`config.mk`:
```
export PLATFORM = sky130hd
export DESIGN_NAME = instr_fetch_unit
export DESIGN_NICKNAME = d
export VERILOG_FILES = /design/src/rtl/mips_pkg.sv /design/src/rtl/next_pc_calc.sv /design/src/rtl/instr_fetch_unit.sv
export SDC_FILE = /design/constraint.sdc
export NUM_CORES = 1
export LEC_CHECK = 0
export ABC_AREA = 1
export CAP_MARGIN = 20
export CORE_AREA = 2 2 88 174
export DETAILED_ROUTE_END_ITERATION = 7
export DIE_AREA = 0 0 90 176
export PLACE_DENSITY_LB_ADDON = 0.2
export SYNTH_ARGS = -nofsm -noshare
export SYNTH_HDL_FRONTEND = slang
export SYNTH_SLANG_ARGS = --single-unit
```
`constraint.sdc`:
```
create_clock -name clk -period 2.7 [get_ports clk]
set_input_delay 0.54 -clock clk [delete_from_list [all_inputs] [get_ports clk]]
set_output_delay 0.54 -clock clk [all_outputs]
set_load 0.01 [all_outputs]
```
`src/rtl/mips_pkg.sv`:
```
// mips_pkg
// Shared definitions for the MIPS datapath slice around the fetch stage.
//   WORD_W        : datapath word width in bits
//   OP_*          : primary opcode values (instr[31:26]) that the front end cares about
//   fetch_state_t : state encoding of the instruction fetch FSM
//   branch_offset : converts a 16-bit branch immediate into a byte offset
package mips_pkg;

  localparam int WORD_W = 32;

  localparam logic [5:0] OP_RTYPE = 6'd0;
  localparam logic [5:0] OP_J     = 6'd2;
  localparam logic [5:0] OP_BEQ   = 6'd4;
  localparam logic [5:0] OP_LW    = 6'd35;
  localparam logic [5:0] OP_SW    = 6'd43;
  localparam logic [5:0] OP_HALT  = 6'd63;

  typedef enum logic [1:0] {
    IDLE = 2'd0,
    REQ  = 2'd1,
    EXEC = 2'd2,
    HALT = 2'd3
  } fetch_state_t;

  // Branch immediates count words, so the sign-extended value is shifted
  // left by two to form a byte offset relative to pc + 4.
  function automatic logic [WORD_W-1:0] branch_offset(input logic [15:0] imm);
    return {{14{imm[15]}}, imm, 2'b00};
  endfunction

endpackage

```
`src/rtl/next_pc_calc.sv`:
```
// next_pc_calc
// Combinational next-PC selection for the fetch stage.
// Ports:
//   pc       in  32  address of the instruction being retired
//   instr    in  32  instruction being retired
//   branch   in  1   decoder Branch for instr
//   zero     in  1   ALU zero flag for instr
//   pc_plus4 out 32  pc + 4
//   next_pc  out 32  address of the instruction to fetch after instr
// Build option:
//   IFU_JUMP_EN  when defined, opcode j redirects to the pseudo-direct jump target
module next_pc_calc
  import mips_pkg::*;
(
  input  logic [WORD_W-1:0] pc,
  input  logic [WORD_W-1:0] instr,
  input  logic              branch,
  input  logic              zero,
  output logic [WORD_W-1:0] pc_plus4,
  output logic [WORD_W-1:0] next_pc
);

  logic [WORD_W-1:0] branch_target;
  logic              take_branch;

  // All additions are modulo 2^32; running off the top of the address space
  // simply wraps, matching what the rest of the datapath expects.
  assign pc_plus4      = pc + 32'd4;
  assign branch_target = pc_plus4 + branch_offset(instr[15:0]);
  assign take_branch   = branch & zero;

`ifdef IFU_JUMP_EN
  logic [WORD_W-1:0] jump_target;
  logic              is_jump;

  // Pseudo-direct jump: keep the upper nibble of pc + 4 and splice in the
  // 26-bit word index. A jump wins over any branch/zero indication.
  assign jump_target = {pc_plus4[31:28], instr[25:0], 2'b00};
  assign is_jump     = (instr[31:26] == OP_J);

  always_comb begin
    next_pc = pc_plus4;
    if (is_jump) begin
      next_pc = jump_target;
    end else if (take_branch) begin
      next_pc = branch_target;
    end
  end
`else
  // Without jump support the opcode and upper immediate bits play no part
  // in the next-PC decision; they are folded here only to mark them as
  // intentionally unused.
  logic unused_instr_bits;
  assign unused_instr_bits = ^instr[31:16];

  always_comb begin
    next_pc = pc_plus4;
    if (take_branch) begin
      next_pc = branch_target;
    end
  end
`endif

endmodule

```
`src/rtl/instr_fetch_unit.sv`:
```
// instr_fetch_unit
// Fetch stage feeding the main decoder. Holds the PC, fetches one word at a
// time over a req/ack handshake, keeps it in the instruction register until
// the datapath retires it, then moves the PC to the sequential or branch
// successor.
// Parameters:
//   RESET_PC     PC loaded on reset (word aligned)
//   HALT_OPCODE  opcode that stops fetching for good (until reset)
// Ports:
//   clk          in  1   system clock, rising edge
//   reset        in  1   asynchronous active-high reset
//   imem_req     out 1   fetch request to instruction memory
//   imem_addr    out 32  byte address of requested word (= pc)
//   imem_ack     in  1   memory accepted request, imem_rdata valid this cycle
//   imem_rdata   in  32  fetched instruction word
//   instr        out 32  instruction register
//   opcode       out 6   instr[31:26] for the decoder
//   pc           out 32  address of instr
//   pc_plus4     out 32  pc + 4
//   instr_valid  out 1   instr is live and waiting to be retired
//   retire       in  1   datapath finished instr this cycle
//   branch       in  1   decoder Branch for instr
//   zero         in  1   ALU zero flag for instr
//   halted       out 1   halt opcode fetched, fetch stopped
// Build option:
//   IFU_JUMP_EN  enables j handling inside next_pc_calc
module instr_fetch_unit
  import mips_pkg::*;
#(
  parameter logic [WORD_W-1:0] RESET_PC    = 32'h0000_0000,
  parameter logic [5:0]        HALT_OPCODE = OP_HALT
) (
  input  logic              clk,
  input  logic              reset,
  output logic              imem_req,
  output logic [WORD_W-1:0] imem_addr,
  input  logic              imem_ack,
  input  logic [WORD_W-1:0] imem_rdata,
  output logic [WORD_W-1:0] instr,
  output logic [5:0]        opcode,
  output logic [WORD_W-1:0] pc,
  output logic [WORD_W-1:0] pc_plus4,
  output logic              instr_valid,
  input  logic              retire,
  input  logic              branch,
  input  logic              zero,
  output logic              halted
);

  fetch_state_t      state;
  logic [WORD_W-1:0] next_pc;

  // The successor address is always computed from the registered pc/instr,
  // so it is stable for the whole EXEC state and only branch/zero at the
  // retire cycle decide which successor is taken.
  next_pc_calc u_next_pc_calc (
    .pc       (pc),
    .instr    (instr),
    .branch   (branch),
    .zero     (zero),
    .pc_plus4 (pc_plus4),
    .next_pc  (next_pc)
  );

  // The request address is the pc itself; pc only changes on retire, so the
  // address cannot move while a request is outstanding.
  assign imem_addr = pc;
  assign opcode    = instr[31:26];

  // Fetch FSM with registered handshake/status outputs. Each output is
  // updated on the same edge as the state transition that implies it, so
  // imem_req, instr_valid and halted always line up with the state:
  //   IDLE -> REQ  : one settling cycle after reset, then start fetching
  //   REQ  -> EXEC : ack captures the word; instr_valid next cycle
  //   REQ  -> HALT : ack with the halt opcode stops fetching permanently
  //   EXEC -> REQ  : retire commits next_pc and requests it next cycle
  // ack outside REQ and retire outside EXEC fall through untouched.
  always_ff @(posedge clk or posedge reset) begin
    if (reset) begin
      state       <= IDLE;
      pc          <= RESET_PC;
      instr       <= '0;
      imem_req    <= 1'b0;
      instr_valid <= 1'b0;
      halted      <= 1'b0;
    end else begin
      case (state)
        IDLE: begin
          state    <= REQ;
          imem_req <= 1'b1;
        end

        REQ: begin
          if (imem_ack) begin
            instr    <= imem_rdata;
            imem_req <= 1'b0;
            if (imem_rdata[31:26] == HALT_OPCODE) begin
              state  <= HALT;
              halted <= 1'b1;
            end else begin
              state       <= EXEC;
              instr_valid <= 1'b1;
            end
          end
        end

        EXEC: begin
          if (retire) begin
            pc          <= next_pc;
            instr_valid <= 1'b0;
            imem_req    <= 1'b1;
            state       <= REQ;
          end
        end

        HALT: begin
          imem_req    <= 1'b0;
          instr_valid <= 1'b0;
          halted      <= 1'b1;
        end

        default: begin
          state       <= IDLE;
          imem_req    <= 1'b0;
          instr_valid <= 1'b0;
          halted      <= 1'b0;
        end
      endcase
    end
  end

endmodule
```
==> results.cfg, run 1 <==
[cells_and_area]
layout_common_cells = nand2_1, buf_4, clkdlybuf4s50_1, inv_1, nand2_2
final_common_cell = nand2_1
areaGrowthSynthToFinish_pct = 82.41
instances_no_fill = 1592
layout.nets = 1470
fillCellCount = 895
drive_above_1_share = 0.4093
fin_area_sq_um = 11690
antenna_cells = 0
fin_util = 0.8104

[logic_synthesis]
async_flop_share = 1.000
synth_edf_count = 0
yosysSeqAreaShare = 0.2616
ys_warn_count = 0
synth.cell_area_sq_um = 6410
ys.flop_type = dfrtp_1
yosysUniqueCellTypes = 41
synth_area_per_cell_sq_um = 6.140
ys_ff_latch = 67
syn_inst = 1044

[timing]
setup_ws_ns = -0.3925
period_needed_ns = 3.092
rsz0062_at_grt = true
finalClockSkew_ns = 0.01310
relSlewSlack = 0.2799
min_period_over_period = 1.145
hold_violations = 0
setup_viol = 28
tightest_slew_ns = 1.080
max_freq_ghz = 0.3234
tns_ns = -6.373
maxSlewViolCount = 0
holdWs_ns = 0.4598

[grt]
antenna_found_initial = 0
grt_max_degree = 51
grt_pass1_wl_um = 41610
overflow = 0
grt_usage = 0.3392
grt_pass1_vias = 8364

[drt]
finalWirelength_um = 30880
drtPass1Iterations = 7
dr_total_vias = 8617
routedWlPerCell_um = 19.40
first_iter_violations = 567
drc = 0
final_antenna_net_count = 0
via_per_inst = 5.413

[min_path]
hold-path-endpoint = halted
hp-class = reg -> reg
min_delay_path_depth = 1
hold_path.startpoint = halted

[critical_path]
worstReg2RegStart = imem_addr[12]
r2r_cells = 15
crit_path_end_kind = flip-flop
crit_chain = buf_6, buf_4, nand4_1, buf_6, nor2_4, xor2_4, ha_4, nand2_2, nand2_2, nand2_1, nand2_1, o21bai_4, o21ai_1, nand3_2, a21boi_1
slowest_stage = dfrtp_1
start_kind = flip-flop
cp_max_fo = 4
path_delay_family = simple AND/OR/NAND/NOR gates
critical_path_required_ns = 2.97
crit_buf_inv = 3
r2r_end = imem_addr[17]
path_class = reg -> reg
r2r_setup_slack_ns = -0.39
crit_arrival_ns = 3.36
slowest_delay_ns = 0.43

[placed_design]
dp_hpwl_um = 19980
postPlaceCellArea_sq_um = 9399
dp_cells = 1534
dp_slack_ns = -0.3984
routabilityCongestion = 0.9792
io_buffer_count = 168

[floorplanning]
rows = 62
die_area_sq_um = 15840
initial_core_util = 0.4442
chipHeight_um = 176
io_pins = 175
core-area_sq_um = 14430
fp.dieW_um = 90

[clock_network]
cts_made_buffers = 9
htree_num_levels = 3
clkLatencyLatePin_ns = 0.35
clock_sinks = 67
clockRootBuffer = clkbuf_16
cts_buffer_depth = 2
path_clk_slew_ns = 0.06
cts_tree = yes

[pwr]
ir_drop_v = 0.0009105
p_leak_nw = 5.812
power_density_nw_per_um2 = 1522
p_total_mw = 17.79

[outcome]
status = complete, but fails checks
violations = setup timing

[job]
cap_violations = 0
-- worst max path at each step --
| stage | start | to | slack (ns) | depth (start not counted) |
|---|---|---|---|---|
| finish | imem_addr[12] | imem_addr[17] | -0.39 | 15 |
| global route | imem_addr[12] | imem_addr[31] | -0.46 | 20 |
| CTS | imem_addr[10] | pc_plus4[21] | -0.12 | 10 |
| detailed placement | imem_addr[4] | imem_addr[16] | -0.40 | 19 |
| global placement | imem_addr[4] | imem_addr[14] | -0.38 | 17 |
| floorplan | imem_addr[3] | imem_addr[28] | 0.02 | 17 |
-- what timing repair did --
action | in CTS | in global routing
setup buffers | 24 | 27
setup endpoints to repair | 52 | 44
endpoints found under the hold margin | 0 | 0
gates resized for setup | 249 | 226
pin swaps | 83 | 115
hold buffers | 0 | 0
-- area by class of cell --
class,instances,area [sq um],area share
clock inverter,7,98.84,0.008454
timing repair buffer,395,3546,0.3033
multi-input combinational,767,5308,0.4539
inverter,155,591.8,0.05062
sequential,67,1683,0.1439
clock buffer,9,225.2,0.01926
tap,192,240.2,0.02055
-- where the power goes --
part / switching, mW / leakage [nW] / internal [mW]
sequential: 0.633 / 0.804 / 1.48
combinational: 7.54 / 4.85 / 6.83
clock: 0.499 / 0.156 / 0.815
-- kinds of logic after synthesis --
family / after synthesis / share of synthesized area
AND/OR/NAND/NOR: 618 / 0.4068
buffers and inverters: 215 / 0.1519
AO/OA/AOI/OAI: 88 / 0.08003
flip-flops: 67 / 0.2616
adder cells (fa/ha/maj): 37 / 0.07339
XOR/XNOR: 18 / 0.02577
other: 1 / 0.0005850
-- Yosys cell counts, drive strengths merged (2+ instances only) --
cell type	instances	area share
a21boi	11	0.014
a21o	2	0.0023
a21oi	32	0.025
and2	5	0.0049
buf	47	0.053
clkbuf	13	0.0076
dfrtp	67	0.26
ha	36	0.070
inv	154	0.090
nand2	426	0.25
nand3	66	0.055
nand3b	5	0.0059
nand4	13	0.013
nor2	84	0.059
nor3	15	0.014
o211ai	2	0.0023
o21ai	33	0.027
o21bai	5	0.0059
or2	4	0.0039
xnor2	2	0.0027
xor2	16	0.023
-- state kept, by name (all words and copies together) (netlist names) --
signal       flops
imem_req         1
halted           1
state            2
imem_addr       30
instr_valid      1
instr           32
-- per-layer routing --
| metal | share of wire | track usage |
|---|---|---|
| met4 | 0.11 | 0.3776 |
| met2 | 0.52 | 0.6216 |
| met1 | 0.30 | 0.2894 |
| met5 | 0 | 0 |
| met3 | 0.059 | 0.05250 |
Note: power is estimated with default switching activity, not from simulation.
==> run 2: changes to the inputs <==
Settings changed: CELL_PAD_IN_SITES_DETAIL_PLACEMENT from default to 0, CELL_PAD_IN_SITES_GLOBAL_PLACEMENT from default to 1, CORE_AREA 2 2 88 174 to 2 2 107 212, DIE_AREA 0 0 90 176 to 0 0 109 214.
==> run 2 against run 1 <==
Final area increased by 0.95%. The run still ends with setup timing left. Wire length decreased by 6.4%. Setup slack improved by 0.27 ns. Sequential power decreased by 2%. Fmax increased by 9.7%. Utilization decreased by 26 points. Global-route usage decreased by 9.0 points. Combinational power decreased by 3%. Total power decreased by 3.1%. Sequential share of layout area decreased by 0.072 points. Critical endpoint is now imem_addr[24]. Via count decreased by 8.5%.
==> results.cfg, run 2 (synthesis results as in run 1) <==
[grt]
grt_pass1_vias = 8128
grt_pass1_wl_um = 43390
antenna_found_initial = 0
grt_usage = 0.2489
grt_max_degree = 68
overflow = 0

[pwr]
power.share.clock = 0.065
p_leak_nw = 5.851
p_total_mw = 17.24
switchingPower_mw = 8.248
power_density_nw_per_um2 = 1460
switching_share = 0.4785
cell_internal_pwr_mw = 8.990
combPwrFrac = 0.814
pwr-share-seq = 0.121
ir_drop_v = 0.0006926

[floorplanning]
initial_core_util = 0.2970
fp.dieW_um = 109
die_area_sq_um = 23330
io_pins = 175
rows = 76
core-area_sq_um = 21590
chipHeight_um = 214

[timing]
min_period_over_period = 1.044
hold_violations = 0
holdWs_ns = 0.4708
rsz0062_at_grt = true
period_needed_ns = 2.819
finalClockSkew_ns = 0.006878
max_freq_ghz = 0.3548
setup_ws_ns = -0.1186
setup_viol = 18
maxSlewViolCount = 0
tns_ns = -1.343

[placed_design]
dp_cells = 1622
dp_hpwl_um = 22540
io_buffer_count = 168
routabilityCongestion = 0.9781

[critical_path]
crit_path_end_kind = flip-flop
path_class = reg -> reg
cp_max_fo = 4
crit_arrival_ns = 3.05
critical_path_required_ns = 2.94
r2r_cells = 18
start_kind = flip-flop

[cells_and_area]
drive_above_1_share = 0.4104
antenna_cells = 0
areaGrowthSynthToFinish_pct = 84.15
largest_reg_flops = 32
regMostFlops = instr
fin_util = 0.5468
instances_no_fill = 1679
layout.nets = 1477
final_common_cell = nand2_1
layout_common_cells = nand2_1, buf_4, clkdlybuf4s50_1, inv_1, nand2_2

[drt]
routedWlPerCell_um = 17.22
drc = 0
via_per_inst = 4.697
drtPass1Iterations = 4
finalWirelength_um = 28910
first_iter_violations = 208
dr_total_vias = 7886
final_antenna_net_count = 0

[clock_network]
cts_hold_buffers = 0
clockRootBuffer = clkbuf_16
clock_sinks = 67
htree_num_levels = 3
cts_tree = yes
clkLatencyLatePin_ns = 0.34
cts_buffer_depth = 2
path_clk_slew_ns = 0.06
cts_made_buffers = 9

[min_path]
min_delay_path_depth = 1
hp-class = reg -> reg

[outcome]
violations = setup timing
status = complete, but fails checks

[job]
cap_violations = 0
==> run 2: cell types whose count changed in the layout (fill, tap and decap cells not counted), moves of 5 or more <==
cell	previous run	this run
nand2_2	88	76
a21oi_4	2	7
buf_6	46	33
inv_2	22	27
dlygate4sd2_1	8	14
buf_4	183	201
inv_1	129	123
nor2_4	29	24
a21oi_1	16	11
dfrtp_1	62	56
nand2_1	319	327
clkbuf_2	8	3
dfrtp_2	5	11
==> run 2: path summary, 6_finish.rpt <==
check | slack (ns) | startpoint | endpoint
max in group asynchronous | 1.77 | reset | imem_addr[7]
min in group asynchronous | 0.60 | reset | instr[16]
hold / removal | 0.47 | halted | halted
setup / recovery | -0.12 | imem_addr[2] | imem_addr[24]
setup reg to reg | -0.12 | imem_addr[2] | imem_addr[24]
hold reg to reg | 0.47 | halted | halted
==> run 2: layout make-up <==
type | count | area, sq um
Clock inverter | 4 | 27.53
Tap cell | 273 | 341.6
Fill cell | 2101 | 9782
Timing Repair Buffer | 402 | 3602
Sequential cell | 67 | 1690
Clock buffer | 11 | 242.7
Inverter | 155 | 591.8
Multi-Input combinational cell | 767 | 5308
==> run 2: critical path: stages, from the launching register on <==
cell and delay [ns]:
dfrtp_2 0.40, buf_6 0.14, nand3_4 0.07, nor2_4 0.13, buf_4 0.12, nand2_1 0.08, xor2_2 0.37, ha_4 0.29
nand2_1 0.07, nand2_1 0.07, a21oi_2 0.19, buf_4 0.16, nor2_4 0.04, o21bai_1 0.15, nand3_1 0.09, nand2_1 0.08
nand3_2 0.08, nand2_2 0.11, nand2_1 0.06
==> run 2: timing repair <==
item,CTS,global route
setup endpoints to repair,50,43
cloned,0,0
buffers inserted,38,19
gates resized for setup,302,156
pin swaps,88,92
==> run 2: per-layer routing <==
metal / up-vias / global-route usage / part of all wire
met5: - / 0 / 0
met4: 0 / 0.1902 / 0.082
met3: 90 / 0.02739 / 0.032
met2: 233 / 0.4820 / 0.57
met1: 3668 / 0.2206 / 0.31
li1: 3895 / - / -
==> run 2: stage by stage <==
stage	setup slack (ns)	cell area, sq um
after floorplan	0.01888	6449
after global placement	-0.4077	9578
after detailed placement	-0.4209	9578
after CTS	-0.1620	11150
after global routing	-0.2750	11800
final	-0.1186	11800
==> run 2: power by group through the flow <==
stage,Sequential [mW],Combinational (mW),Clock [mW]
2_1_floorplan,2.19,4.86,0
3_3_place_gp,2.01,10.8,0
3_5_place_dp,2.01,10.8,0
4_1_cts,2.06,12.7,1.15
5_1_grt,2.14,15.1,1.19
6_report,2.08,14.0,1.12
==> run 3: changes to the inputs <==
Settings changed: HOLD_SLACK_MARGIN from default to 0.12.
==> results of run 3 <==
The final DEF is identical to that of run 2; final timing and power are the same.
